==> config.mk <==
export PLATFORM = sky130hd
export DESIGN_NAME = exec_port
export DESIGN_NICKNAME = d
export VERILOG_FILES = /design/src/rtl/exec_port.sv
export SDC_FILE = /design/constraint.sdc
export NUM_CORES = 1
export LEC_CHECK = 0
export ABC_AREA = 0
export CORE_ASPECT_RATIO = 1.5
export CORE_MARGIN = 8
export CORE_UTILIZATION = 35
export DETAILED_ROUTE_END_ITERATION = 6
export PLACE_DENSITY = 0.61
export SYNTH_ARGS = -nofsm -noshare
export SYNTH_HDL_FRONTEND = slang
export SYNTH_SLANG_ARGS = --single-unit
export TNS_END_PERCENT = 5
==> constraint.sdc <==
create_clock -name clock_i -period 3.8 [get_ports clock_i]
set_clock_uncertainty 0.05 [all_clocks]
set_input_delay 0.57 -clock clock_i [delete_from_list [all_inputs] [get_ports clock_i]]
set_output_delay 0.57 -clock clock_i [all_outputs]
set_load 0.05 [all_outputs]
==> src/rtl/exec_port.sv <==
// exec_port: one-lane execution port (ALU, shift, optional iterative multiply) with registered writeback.
// Define EXEC_MUL_EN to build the shift-add multiplier, its MUL state and the one-entry skid buffer.
module exec_port #(
    parameter int DATA_WIDTH = 16
) (
    input  logic                  clock_i,
    input  logic                  reset_i,
    input  logic                  enable_i,
    input  logic                  wb_i,
    input  logic [6:0]            opCode_i,
    input  logic [4:0]            regAddr_i,
    input  logic [DATA_WIDTH-1:0] primOperand_i,
    input  logic [DATA_WIDTH-1:0] secOperand_i,
    input  logic [1:0]            functionType_i,
    output logic                  wb_o,
    output logic [4:0]            wbAddr_o,
    output logic [DATA_WIDTH-1:0] wbVal_o,
    output logic [3:0]            flags_o,
    output logic                  busy_o,
    output logic                  overflow_o,
    output logic                  illegal_o,
    output logic                  dbg_state_o
);
    // Handshake: enable_i is a valid-only strobe with no ready; the port always takes the
    // instruction, parking it in the skid during a multiply or dropping it (overflow_o) if full.

    typedef enum logic {S_IDLE = 1'b0, S_MUL = 1'b1} state_t;

    typedef struct packed {
        logic                  wb;
        logic [2:0]            op;
        logic [4:0]            addr;
        logic [DATA_WIDTH-1:0] p;
        logic [DATA_WIDTH-1:0] s;
        logic [1:0]            ft;
    } instr_t;

    instr_t                  w_in;
    instr_t                  w_sel;
    logic [DATA_WIDTH-1:0]   w_res;
    logic [DATA_WIDTH:0]     w_sum;
    logic [2*DATA_WIDTH-1:0] w_rot;
    logic [3:0]              w_amt;
    logic [3:0]              w_flags;
    logic                    w_c;
    logic                    w_v;
    logic                    w_wb;
    logic                    w_illegal;
    logic                    w_unused_op;

    logic                    r_wb;
    logic [4:0]              r_wb_addr;
    logic [DATA_WIDTH-1:0]   r_wb_val;
    logic [3:0]              r_flags;
    logic                    r_overflow;
    logic                    r_illegal;

    assign w_in        = '{wb: wb_i, op: opCode_i[2:0], addr: regAddr_i, p: primOperand_i,
                           s: secOperand_i, ft: functionType_i};
    assign w_unused_op = &{1'b0, opCode_i[6:3]};

`ifdef EXEC_MUL_EN
    localparam int CW = $clog2(DATA_WIDTH + 1);

    state_t                r_state;
    instr_t                r_skid;
    logic                  r_skid_vld;
    logic                  r_busy;
    logic [CW-1:0]         r_cnt;
    logic [DATA_WIDTH-1:0] r_acc;
    logic [DATA_WIDTH-1:0] r_mcand;
    logic [DATA_WIDTH-1:0] r_mplier;
    logic                  r_mul_wb;
    logic [4:0]            r_mul_addr;
    logic                  w_start_mul;

    // A parked instruction is older than anything arriving now, so it always goes first.
    assign w_sel       = r_skid_vld ? r_skid : w_in;
    assign busy_o      = r_busy;
    assign dbg_state_o = r_state;
`else
    assign w_sel       = w_in;
    assign busy_o      = 1'b0;
    assign dbg_state_o = S_IDLE;
`endif

    always_comb begin
        w_res     = '0;
        w_sum     = '0;
        w_c       = 1'b0;
        w_v       = 1'b0;
        w_wb      = 1'b0;
        w_illegal = 1'b0;
        w_flags   = r_flags;
        w_amt     = w_sel.s[3:0];
        w_rot     = {w_sel.p, w_sel.p} << w_amt;
`ifdef EXEC_MUL_EN
        w_start_mul = 1'b0;
`endif
        case (w_sel.ft)
            2'b00: begin
                w_wb = w_sel.wb;
                case (w_sel.op)
                    3'b000: begin
                        w_sum = {1'b0, w_sel.p} + {1'b0, w_sel.s};
                        w_res = w_sum[DATA_WIDTH-1:0];
                        w_c   = w_sum[DATA_WIDTH];
                        w_v   = (w_sel.p[DATA_WIDTH-1] == w_sel.s[DATA_WIDTH-1]) &&
                                (w_res[DATA_WIDTH-1] != w_sel.p[DATA_WIDTH-1]);
                    end
                    3'b001, 3'b111: begin
                        // Carry out of P + ~S + 1 is the no-borrow flag.
                        w_sum = {1'b0, w_sel.p} + {1'b0, ~w_sel.s} + {{DATA_WIDTH{1'b0}}, 1'b1};
                        w_res = w_sum[DATA_WIDTH-1:0];
                        w_c   = w_sum[DATA_WIDTH];
                        w_v   = (w_sel.p[DATA_WIDTH-1] != w_sel.s[DATA_WIDTH-1]) &&
                                (w_res[DATA_WIDTH-1] != w_sel.p[DATA_WIDTH-1]);
                    end
                    3'b010:  w_res = w_sel.p & w_sel.s;
                    3'b011:  w_res = w_sel.p | w_sel.s;
                    3'b100:  w_res = w_sel.p ^ w_sel.s;
                    3'b101:  w_res = ~w_sel.p;
                    default: w_res = w_sel.s;
                endcase
                if (w_sel.op == 3'b111) begin
                    w_wb = 1'b0;
                end
                w_flags = {w_res[DATA_WIDTH-1], (w_res == '0), w_c, w_v};
            end
            2'b01: begin
                w_wb = w_sel.wb;
                case (w_sel.op[1:0])
                    2'b00:   w_res = w_sel.p << w_amt;
                    2'b01:   w_res = w_sel.p >> w_amt;
                    2'b10:   w_res = $signed(w_sel.p) >>> w_amt;
                    default: w_res = w_rot[2*DATA_WIDTH-1:DATA_WIDTH];
                endcase
            end
`ifdef EXEC_MUL_EN
            2'b10:   w_start_mul = 1'b1;
`endif
            default: w_illegal = 1'b1;
        endcase
    end

    always_ff @(posedge clock_i) begin
        if (reset_i) begin
            r_wb       <= 1'b0;
            r_wb_addr  <= '0;
            r_wb_val   <= '0;
            r_flags    <= '0;
            r_overflow <= 1'b0;
            r_illegal  <= 1'b0;
`ifdef EXEC_MUL_EN
            r_state    <= S_IDLE;
            r_skid     <= '0;
            r_skid_vld <= 1'b0;
            r_busy     <= 1'b0;
            r_cnt      <= '0;
            r_acc      <= '0;
            r_mcand    <= '0;
            r_mplier   <= '0;
            r_mul_wb   <= 1'b0;
            r_mul_addr <= '0;
`endif
        end else begin
            r_wb      <= 1'b0;
            r_illegal <= 1'b0;
`ifdef EXEC_MUL_EN
            case (r_state)
                S_IDLE: begin
                    if (r_skid_vld || enable_i) begin
                        if (r_skid_vld) begin
                            r_skid_vld <= enable_i;
                            r_skid     <= w_in;
                        end
                        if (w_start_mul) begin
                            r_state    <= S_MUL;
                            r_busy     <= 1'b1;
                            r_cnt      <= '0;
                            r_acc      <= '0;
                            r_mcand    <= w_sel.p;
                            r_mplier   <= w_sel.s;
                            r_mul_wb   <= w_sel.wb;
                            r_mul_addr <= w_sel.addr;
                        end else begin
                            r_wb      <= w_wb;
                            r_illegal <= w_illegal;
                            r_flags   <= w_flags;
                            if (w_wb) begin
                                r_wb_addr <= w_sel.addr;
                                r_wb_val  <= w_res;
                            end
                        end
                    end
                end
                default: begin
                    if (enable_i) begin
                        if (!r_skid_vld) begin
                            r_skid_vld <= 1'b1;
                            r_skid     <= w_in;
                        end else begin
                            r_overflow <= 1'b1;
                        end
                    end
                    if (r_cnt == CW'(DATA_WIDTH)) begin
                        r_state   <= S_IDLE;
                        r_busy    <= 1'b0;
                        r_wb      <= r_mul_wb;
                        r_wb_addr <= r_mul_addr;
                        r_wb_val  <= r_acc;
                    end else begin
                        if (r_mplier[0]) begin
                            r_acc <= r_acc + r_mcand;
                        end
                        r_mcand  <= r_mcand << 1;
                        r_mplier <= r_mplier >> 1;
                        r_cnt    <= r_cnt + CW'(1);
                    end
                end
            endcase
`else
            if (enable_i) begin
                r_wb      <= w_wb;
                r_illegal <= w_illegal;
                r_flags   <= w_flags;
                if (w_wb) begin
                    r_wb_addr <= w_sel.addr;
                    r_wb_val  <= w_res;
                end
            end
`endif
        end
    end

    assign wb_o       = r_wb;
    assign wbAddr_o   = r_wb_addr;
    assign wbVal_o    = r_wb_val;
    assign flags_o    = r_flags;
    assign overflow_o = r_overflow;
    assign illegal_o  = r_illegal;

endmodule

# == After elaboration in Yosys (flattened, before gate mapping) ==
# Cells that the tools add are included.
# word_totals
regBits,27
out_inout_bits,30
# op_classes
n_addsub,3
eq_ne,13
shifts,4
mux,9
bitwise_logic,6
reduce_logical,11
# ops
operator,n
$pmux 16 s6,1
$pmux 16 s3,1
$add 16x16->17,2
$not 16->16,2
$pmux 16 s2,1
$shl 32x4->32,1
$add 17x1->17 const B,1
$and 16x16->16,1
$logic_not 16->1,1
$mux 16,1
$or 16x16->16,1
$shl 16x4->16,1
$shr 16x4->16,1
$sshr 16x4->16,1
$xor 16x16->16,1
$eq 3x3->1 const B,3
$eq 3x2->1 const B,2
$pmux 1 s2,3
$reduce_or 2->1,3
$eq 2x1->1 const B,2
$logic_not 2->1,2
$reduce_and 2->1,2
$eq 3x1->1 const B,1
$logic_not 3->1,1
other kinds (6),10

# == Longest topological paths before layout ==
# Gate-level depths: netlist (run 1).
# depth
ltp_word,6
mapped_depth,14

# == Least setup slack after synthesis (run 1) ==
# OpenSTA, ideal clock, no wires.
# synth_timing
path_kind,input to register
start,in secOperand_i[1]
end,"reg r_flags[2], in the netlist flags_o[2]"
t_arrival_ps,3721
slack_ps,-40
stages,13
path_buffers,2
cell_sequence,buf_2 -> buf_2 -> clkinv_1 -> ha_1 -> nor2_1 -> o311ai_1 -> a211oi_2 -> a21o_1 -> a41oi_2 -> nor2_1 -> o31a_1 -> or4_1 -> o21ai_1
# synth_between
elab_chain_len,6
elab_cells_between_ends,10
# synth_lines
item,line_no,rtl
start: declaration,13,"input logic [DATA_WIDTH-1:0] secOperand_i,"
$not 16->16,113,"w_sum = {1'b0, w_sel.p} + {1'b0, ~w_sel.s} + {{DATA_WIDTH{1'b0}}, 1'b1};"
$add 16x16->17,113,
$add 17x1->17,113,
$pmux 16 s6 *,103,case (w_sel.op)
$mux 16 *,100,case (w_sel.ft)
$logic_not 16->1 *,128,"w_flags = {w_res[DATA_WIDTH-1], (w_res == '0), w_c, w_v};"
end signal: assignment,226,r_flags <= w_flags;
end: declaration,54,logic [3:0] r_flags;
# Mark *: on every way between the ends. The rest lies on a longest branch, timed or not. The select of a mux whose other input is x is not followed.
# A chain may end at the register's enable or synchronous reset.

# == Worst setup path after layout (run 1) ==
# layout_timing
start,in secOperand_i[3]
end,"reg r_flags[2], in the netlist flags_o[2]"
# The elaborated chain is that of the path after synthesis.

==> results of run 1 <==
per-stage QoR:
step | power (W) | area [µm²] | util, % | hold slack [ns]
2_1_floorplan | 0.000917 | 5820 | - | 0.592
3_3_place_gp | 0.00133 | 7440 | 45.8 | 0.390
3_5_place_dp | 0.00133 | 7440 | 45.8 | 0.396
4_1_cts | 0.00157 | 7530 | 46.3 | 0.405
5_1_grt | 0.00169 | 7620 | 46.9 | 0.418
6_report | 0.00159 | 7620 | 46.9 | 0.405
area by class of cell:
type,count,area [µm²]
clock buffers,4,78.8
fillers,1685,8640
multi-input cells,671,4870
repair buffers,200,1690
flip-flops and latches,27,541
inverters,50,188
well taps,206,258
cells by family after synthesis:
| kind of cell | after synthesis |
|---|---|
| mux | 45 |
| flops | 27 |
| buf+inv | 122 |
| simple gates | 270 |
| xor+xnor | 7 |
| compound gates | 292 |
| fa+ha+maj | 54 |
| other cells | 1 |
metal layers:
layer	share of wire [%]	wire length [µm]	vias up	GRT usage (%)
met5	0	0	-	0
met4	7.6	1770	0	15.5
met3	6.6	1530	100	1.99
met2	49	11400	329	37.1
met1	37	8620	3214	23.4
li1	-	-	3321	-
synthesized netlist by cell type, drive strengths merged, types with 10 or more instances:
master,number
nor2,100
a21oi,79
nand2,72
o21ai,58
ha,52
inv,48
clkbuf,43
buf,29
dfxtp,27
mux4,26
a211oi,24
nor3,23
mux2i,14
nand3,14
o211ai,13
a21o,12
a31oi,10
nand2b,10
nor2b,10
o311ai,10
worst max path at each step:
stage	endpoint	cells past startpoint
after floorplan	flags_o[2]	13
after global placement	flags_o[2]	14
after detailed placement	flags_o[2]	14
after CTS	flags_o[2]	14
after global routing	flags_o[2]	12
final	flags_o[2]	15
flip-flops by register name, summed over array words and instances (netlist names):
signal and count:
wbVal_o 16, wbAddr_o 5, flags_o 4, illegal_o 1
wb_o 1
where the power goes:
part,internal (W),leakage [nW],switching [W]
logic,0.000460,2.90,0.000600
clock network,0.000144,0.0382,0.0000904
registers,0.000295,0.220,0.00000551
critical path, cell delays in order:
cell and delay [ns]:
clkdlybuf4s50_1 0.53, inv_1 0.10, buf_4 0.14, ha_1 0.24, nor4_2 0.35, buf_4 0.18
a211oi_2 0.10, buf_4 0.14, nor3_1 0.18, mux2i_1 0.11, a21oi_1 0.27, buf_4 0.17
nand4_1 0.13, or4_1 0.55, o21ai_1 0.12
repair_timing:
item,4_1_cts,5_1_grt
pin swaps,0,9
gates resized for setup,1,20
setup buffers,0,1
endpoints found under the setup margin,1,3
==> metrics.yaml, run 1 <==
status: "finished clean"
synth-seq-cells: 27
grt_pass1_vias: 6760
place_congestion: 0.976
arrival_ns: 3.90
synth_top_family_by_area: "compound AO/OA/AOI/OAI gates"
synth-simple-area-share_pct: 21.4
cts_num_sinks: 27
cp-end-kind: "flip-flop"
maxSlewViolCount: 0
vdd_ir_drop_max_uv: 266
netlist_instances: 818
overflow: 0
synth-edff-count: 0
path_clk_slew_ns: 0.06
die_x_um: 121
p_leak_nw: 3.16
worstSetupPathType: "primary input to flip-flop"
h-tree-depth: 1
tightestPinTransition_ns: 0.612
grt_pass1_wl_mm: 36.1
p_per_area_mw_per_mm2: 209
synth.top_cells.by_area: "ha_1 (11%), mux4_2 (10%), dfxtp_1 (9.3%)"
antenna_found_initial: 0
cp-start-kind: "primary input"
syn_avg_cell_area_um2: 7.10
synth_flop_cell: "dfxtp_1"
syn_area_mm2: 0.00581
start_util_pct: 35.7
wirelength_mm: 23.3
min_period_over_period_pct: 98.6
yosysUniqueCellTypes: 77
min_path_type: "flip-flop to flip-flop"
drcViolationCount: 0
wl_per_cell_um: 20.1
ant_nets: 0
synth.area.mux_share_pct: 13.5
setup_ws_ns: 0.0530
synth_compound_area_share_pct: 34.1
drive_above_1_share_pct: 20.8
avgViaCountPerCell: 6.01
relSlewSlack_pct: 59.2
ctsLongestPathBuffers: 2
nets: 1057
fmaxAchievable_mhz: 267
post_layout_nonfiller_instances: 1158
holdBufCountCts: 0
synth_top_area_share_pct: 11.2
yosysWarnings: 0
mostFrequentLayoutCell: "buf_4"
firstDrtPassIters: 6
hpwl_mm: 18.9
synth-xor-area-share_pct: 1.06
finalHoldViolCount: 0
reg2reg_depth: 2
yosys.area.top_type: "ha_1"
drv_cap: 0
async_reset_ff_share_pct: 0
area_growth_pct: 31.3
pin_count: 80
path_max_fanout: 4
setup-tns-final_ns: 0
cts_tree: "yes"
whs_path_depth: 2
numCtsBuffers: 3
r2r-end: "flags_o[1]"
drt-initial-drc-count: 608
port_buffers: 72
clk-insertion-delay-late_ns: 0.26
dieArea_mm2: 0.0211
chipHeight_um: 174
track_usage_pct: 21.3
final_cell_mix: "buf_4 (125), nor2_1 (100), a21oi_1 (76)"
dpl.cell_count: 1153
holdPathEnd: "wbAddr_o[4]"
row_count: 57
min_period_ns: 3.75
grt_max_degree: 48
cp.required_ns: 3.95
vias: 6964
cts-root-buf: "clkbuf_16"
synthAdderAreaFrac_pct: 11.9
coreArea_mm2: 0.0163
seq_area_frac_synth_pct: 9.31
worstSetupStartpoint: "secOperand_i[3]"
place_ws_ns: -0.337
r2r_setup_slack_ns: 3.03
r2r-start: "flags_o[1]"
finalSetupViolations: 0
diodes: 0
holdCritStartpoint: "wbAddr_o[4]"
No activity file was read; power rests on OpenSTA's default activity.
==> inputs of run 2 (changes only) <==
--- a/config.mk
+++ b/config.mk
@@ -8,9 +8,10 @@
 export ABC_AREA = 0
 export CORE_ASPECT_RATIO = 1.5
 export CORE_MARGIN = 8
-export CORE_UTILIZATION = 35
+export CORE_UTILIZATION = 53
+export CTS_BUF_LIST = sky130_fd_sc_hd__clkbuf_4
 export DETAILED_ROUTE_END_ITERATION = 6
-export PLACE_DENSITY = 0.61
+export PLACE_DENSITY = 0.85
 export SYNTH_ARGS = -nofsm -noshare
 export SYNTH_HDL_FRONTEND = slang
 export SYNTH_SLANG_ARGS = --single-unit
==> metrics.yaml, run 2 (synthesized netlist as in run 1, its figures left out) <==
power_frac_seq_pct: 20.4  # +1.6 points
ctsLongestPathBuffers: 2  # unchanged
avgViaCountPerCell: 6.60  # +9.8%
final_cell_mix: "buf_4 (131), nor2_1 (100), a21oi_1 (77)"
met1_usage_pct: 33.5  # +10 points
cp-start-kind: "primary input"
sw_frac_of_total_pct: 46.5  # +2.8 points
drcViolationCount: 0  # unchanged
dpl.cell_count: 1099  # -4.7%
numCtsBuffers: 3  # unchanged
cts_setup_buffers: 0  # unchanged
finalSetupViolations: 0  # unchanged
r2r-end: "wbVal_o[8]"
largest_reg_flops: 16  # unchanged
fin_worst_hold_slack_ns: 0.413  # +0.00739 ns
r2r-start: "wbVal_o[8]"
path_max_fanout: 5  # +1
vdd_ir_drop_max_uv: 105  # -61%
wl_per_cell_um: 20.2  # +0.39%
antenna_found_initial: 0  # unchanged
min_path_type: "flip-flop to flip-flop"
busiest_layer: "met2"
hpwl_mm: 17.6  # -6.6%
vias: 7280  # +4.5%
combPwrFrac_pct: 70.8  # +4.3 points
cts-root-buf: "clkbuf_4"
cp-end-kind: "flip-flop"
wirelength_mm: 22.3  # -4.4%
dieArea_mm2: 0.0146  # -31%
grt_pass1_vias: 6858  # +1.4%
drv_cap: 0  # unchanged
min_period_over_period_pct: 96.2  # -2.4 points
postLayoutCoreUtil_pct: 68.3  # +21 points
setup-tns-final_ns: 0  # unchanged
drive_above_1_share_pct: 19.6  # -1.2 points
fmaxAchievable_mhz: 274  # +2.5%
post_layout_nonfiller_instances: 1103  # -4.7%
internal_power_w: 0.000790  # -12%
mostFrequentLayoutCell: "buf_4"
holdCritStartpoint: "wbAddr_o[2]"
die_x_um: 101  # -16%
clkPwrFrac_pct: 8.8  # -5.9 points
cts_num_sinks: 27  # unchanged
clk-insertion-delay-late_ns: 0.35  # +0.09 ns
diodes: 0  # unchanged
met3_usage_pct: 4.00  # +2.0 points
worstSetupPathType: "primary input to flip-flop"
reg2reg_depth: 1  # -1
whs_path_depth: 2  # unchanged
maxSlewViolCount: 0  # unchanged
tightestPinTransition_ns: 0.736  # +0.124 ns
grt_pass1_wl_mm: 35.1  # -2.7%
start_util_pct: 53.4  # +18 points
status: "finished clean"
path_clk_slew_ns: 0.14  # +0.08 ns
power_switching_w: 0.000686  # -1.4%
relSlewSlack_pct: 49.5  # -9.7 points
nFillCells: 935  # -45%
r2r_setup_slack_ns: 3.05  # +0.02 ns
h-tree-depth: 1  # unchanged
nets: 1061  # +0.38%
place_congestion: 1.05  # +7.5%
area_growth_pct: 28.0
p_leak_nw: 3.13  # -0.95%
firstDrtPassIters: 7  # +1
drt-initial-drc-count: 762  # +25%
chipHeight_um: 144  # -17%
p_total_w: 0.00148  # -7.5%
port_buffers: 72  # unchanged
coreArea_mm2: 0.0109  # -33%
holdBufCountCts: 0  # unchanged
arrival_ns: 3.90  # about the same
grt_max_degree: 48  # unchanged
track_usage_pct: 30.4  # +9.2 points
regArea_um2: 541  # unchanged
overflow: 0  # unchanged
finalHoldViolCount: 0  # unchanged
cts_tree: "yes"
row_count: 47  # -18%
holdPathEnd: "wbAddr_o[2]"
cp.required_ns: 4.05  # +0.10 ns
min_period_ns: 3.66  # -0.0910 ns
pin_count: 80  # unchanged
grt_setup_unrepaired: "no"
p_per_area_mw_per_mm2: 198  # -5.1%
gr-usage-met2_pct: 52.9  # +16 points
ant_nets: 0  # unchanged
multi_input_area_mm2: 0.00478  # -1.7%
[run 2: repair_timing]
item,in CTS,in global routing
endpoints found under the setup margin,0,2
gates resized for setup,0,2
hold endpoints to repair,0,0
[run 2: per-layer routing]
layer	vias up	wire, µm
met3	141	2220
li1	3334	-
met2	550	10700
met4	0	1620
met1	3255	7720
met5	-	0
[run 2: how the worst max path moves through the flow]
stage / end / start / cells past startpoint
4_1_cts: flags_o[2] / primOperand_i[0] / 14
6_report: flags_o[2] / primOperand_i[0] / 13
2_1_floorplan: flags_o[2] / secOperand_i[1] / 13
3_3_place_gp: flags_o[2] / primOperand_i[0] / 14
3_5_place_dp: flags_o[2] / primOperand_i[0] / 14
5_1_grt: wbVal_o[14] / primOperand_i[0] / 14
[run 2: layout make-up]
type | instances | share of cell area (%)
clock buffers | 3 | 0.303
multi-input cells | 671 | 64.3
inverters | 50 | 2.52
clock inverters | 1 | 0.101
well taps | 147 | 2.47
repair buffers | 204 | 23.0
flip-flops and latches | 27 | 7.27
[run 2: critical path, stage by stage]
cell and delay, ns:
clkdlybuf4s50_1 0.53, ha_1 0.20, inv_1 0.08, fa_1 0.37, nand2b_2 0.22, a21oi_2 0.27
nor4_1 0.14, o31ai_1 0.27, mux2i_1 0.27, o2111a_1 0.31, nand4_1 0.14, or4_1 0.43
o21ai_1 0.12
[run 2: stage by stage]
stage | setup WS [ns] | instance area, µm²
after detailed placement | -0.294 | 7400
after global routing | 0.00366 | 7440
after global placement | -0.277 | 7400
after floorplan | 0.0680 | 5820
final | 0.144 | 7440
after CTS | 0.0788 | 7430
[run 2: power by group through the flow]
| stage | clock [W] | sequential, W | combinational, W |
|---|---|---|---|
| final | 0.000130 | 0.000301 | 0.00105 |
| after global routing | 0.000145 | 0.000303 | 0.00111 |
| after CTS | 0.000132 | 0.000301 | 0.00102 |
| after detailed placement | 0 | 0.000307 | 0.00101 |
| after global placement | 0 | 0.000306 | 0.00100 |
| after floorplan | 0 | 0.000348 | 0.000569 |
==> inputs of run 3 (changes only) <==
--- a/config.mk
+++ b/config.mk
@@ -12,6 +12,7 @@
 export CTS_BUF_LIST = sky130_fd_sc_hd__clkbuf_4
 export DETAILED_ROUTE_END_ITERATION = 6
 export PLACE_DENSITY = 0.85
+export RECOVER_POWER = 50
 export SYNTH_ARGS = -nofsm -noshare
 export SYNTH_HDL_FRONTEND = slang
 export SYNTH_SLANG_ARGS = --single-unit
==> metrics.yaml, run 3 (synthesized netlist as in run 1, its figures left out) <==
hpwl_mm: 17.6  # unchanged
clk-insertion-delay-late_ns: 0.35  # about the same
p_total_w: 0.00147  # -0.40%
antenna_found_initial: 0  # unchanged
setup-tns-final_ns: 0  # unchanged
coreArea_mm2: 0.0109  # unchanged
power_switching_w: 0.000684  # -0.28%
cp_top_family: "compound AO/OA/AOI/OAI gates"
relSlewSlack_pct: 50.2  # +0.67 points
p_leak_nw: 3.21  # +2.5%
cts_num_sinks: 27  # unchanged
start_util_pct: 53.4  # unchanged
drt-initial-drc-count: 819  # +7.5%
ant_nets: 0  # unchanged
drcViolationCount: 0  # unchanged
setup_ws_ns: 0.152  # +0.00848 ns
p_per_area_mw_per_mm2: 198  # -0.40%
nets: 1061  # unchanged
grt_pass1_vias: 6858  # unchanged
diodes: 0  # unchanged
die_x_um: 101  # unchanged
grt_setup_unrepaired: "no"
track_usage_pct: 30.4  # unchanged
pin_count: 80  # unchanged
slowest_delay_ns: 0.53  # about the same
arrival_ns: 3.89  # about the same
cts-root-buf: "clkbuf_4"
internal_power_w: 0.000786  # -0.51%
place_area_mm2: 0.00740  # unchanged
avgViaCountPerCell: 6.55  # -0.71%
critPathSlowestCell: "clkdlybuf4s50_1"
cp_cell_sequence: "clkdlybuf4s50_1, ha_1, inv_1, fa_1, nand2b_2, a21oi_2, nor4_1, o31ai_1, mux2i_1, o2111a_1, nand4_1, or4_1, o21ai_1"
finalHoldViolCount: 0  # unchanged
cts_tree: "yes"
clkPwrFrac_pct: 8.8  # about the same
place_congestion: 1.05  # unchanged
worstSetupPathType: "primary input to flip-flop"
fin_area_mm2: 0.00744  # unchanged
min_period_over_period_pct: 96.0  # -0.22 points
cp-start-kind: "primary input"
numCtsBuffers: 3  # unchanged
grt_max_degree: 48  # unchanged
final_cell_mix: "buf_4 (131), nor2_1 (100), a21oi_1 (77)"
power_frac_seq_pct: 20.4  # about the same
largest_reg_flops: 16  # unchanged
wirelength_mm: 22.3  # about the same
min_path_type: "flip-flop to flip-flop"
vias: 7228  # -0.71%
vdd_ir_drop_max_uv: 105  # +0.65%
worst-path-buf-inv: 2  # unchanged
path_clk_slew_ns: 0.14  # about the same
row_count: 47  # unchanged
place_ws_ns: -0.294  # unchanged
finalSetupViolations: 0  # unchanged
grt_pass1_wl_mm: 35.1  # unchanged
combPwrFrac_pct: 70.8  # about the same
dieArea_mm2: 0.0146  # unchanged
drive_above_1_share_pct: 19.6  # unchanged
firstDrtPassIters: 5  # -2
wl_per_cell_um: 20.2  # about the same
area_growth_pct: 28.0  # unchanged
drv_cap: 0  # unchanged
port_buffers: 72  # unchanged
ctsLongestPathBuffers: 2  # unchanged
path_max_fanout: 5  # unchanged
mostFrequentLayoutCell: "buf_4"
maxSlewViolCount: 0  # unchanged
fmaxAchievable_mhz: 274  # +0.23%
fin_worst_hold_slack_ns: 0.410  # -0.00286 ns
min_period_ns: 3.65  # -0.00848 ns
h-tree-depth: 1  # unchanged
cp-end-kind: "flip-flop"
cp.required_ns: 4.05  # about the same
tightestPinTransition_ns: 0.726  # -0.00977 ns
chipHeight_um: 144  # unchanged
sw_frac_of_total_pct: 46.5  # +0.057 points
overflow: 0  # unchanged
status: "finished clean"
run 3: cell types whose count changed in the layout (fill, tap and decap cells not counted):
cell and delta:
clkdlybuf4s50_1 -26, dlygate4sd3_1 +26
run 3: cell type report:
class / instances / area, µm²
Tap cell: 147 / 184
Clock buffer: 3 / 22.5
Clock inverter: 1 / 7.51
Inverter: 50 / 188
Fill cell: 935 / 3440
Multi-Input combinational cell: 671 / 4780
Timing Repair Buffer: 204 / 1710
Sequential cell: 27 / 541
run 3: routing by layer:
layer	share of wire, %	GRT usage, %	routed length, µm	vias up
li1	-	-	-	3336
met1	35	33.5	7730	3224
met2	48	52.9	10700	531
met3	10	4.00	2220	137
met4	7.3	20.8	1620	0
met5	0	0	0	-
run 3: final timing paths:
check / from / end / slack [ns] / cells past startpoint
worst min register to register: wbAddr_o[2] / wbAddr_o[2] / 0.41 / 2
worst max-delay path: primOperand_i[0] / flags_o[2] / 0.15 / 13
worst max register to register: wbVal_o[2] / wbVal_o[2] / 3.05 / 2
worst min-delay path: wbAddr_o[2] / wbAddr_o[2] / 0.41 / 2
run 3: power groups by stage:
stage / registers [W] / clock network [W] / logic, W
finish: 0.000300 / 0.000129 / 0.00104
global route: 0.000302 / 0.000145 / 0.00111
CTS: 0.000301 / 0.000132 / 0.00102
detailed placement: 0.000307 / 0 / 0.00101
global placement: 0.000306 / 0 / 0.00100
floorplan: 0.000348 / 0 / 0.000569
run 3: repair_timing:
action	in CTS	in global routing
setup buffers	0	0
endpoints found under the hold margin	0	0
hold buffers	0	0
resized for setup	0	2
endpoints found under the setup margin	0	2
run 3: tightest hold or removal path: stages (launching register included):
cell and delay, ns:
dfxtp_1 0.33, nand2_1 0.05, a21oi_1 0.05
run 3: stage by stage:
stage                     util, %  cells
after floorplan                 -    820
after global placement       68.0   1099
after detailed placement     68.0   1099
after CTS                    68.3   1103
after global routing         68.3   1103
final                        68.3   1103
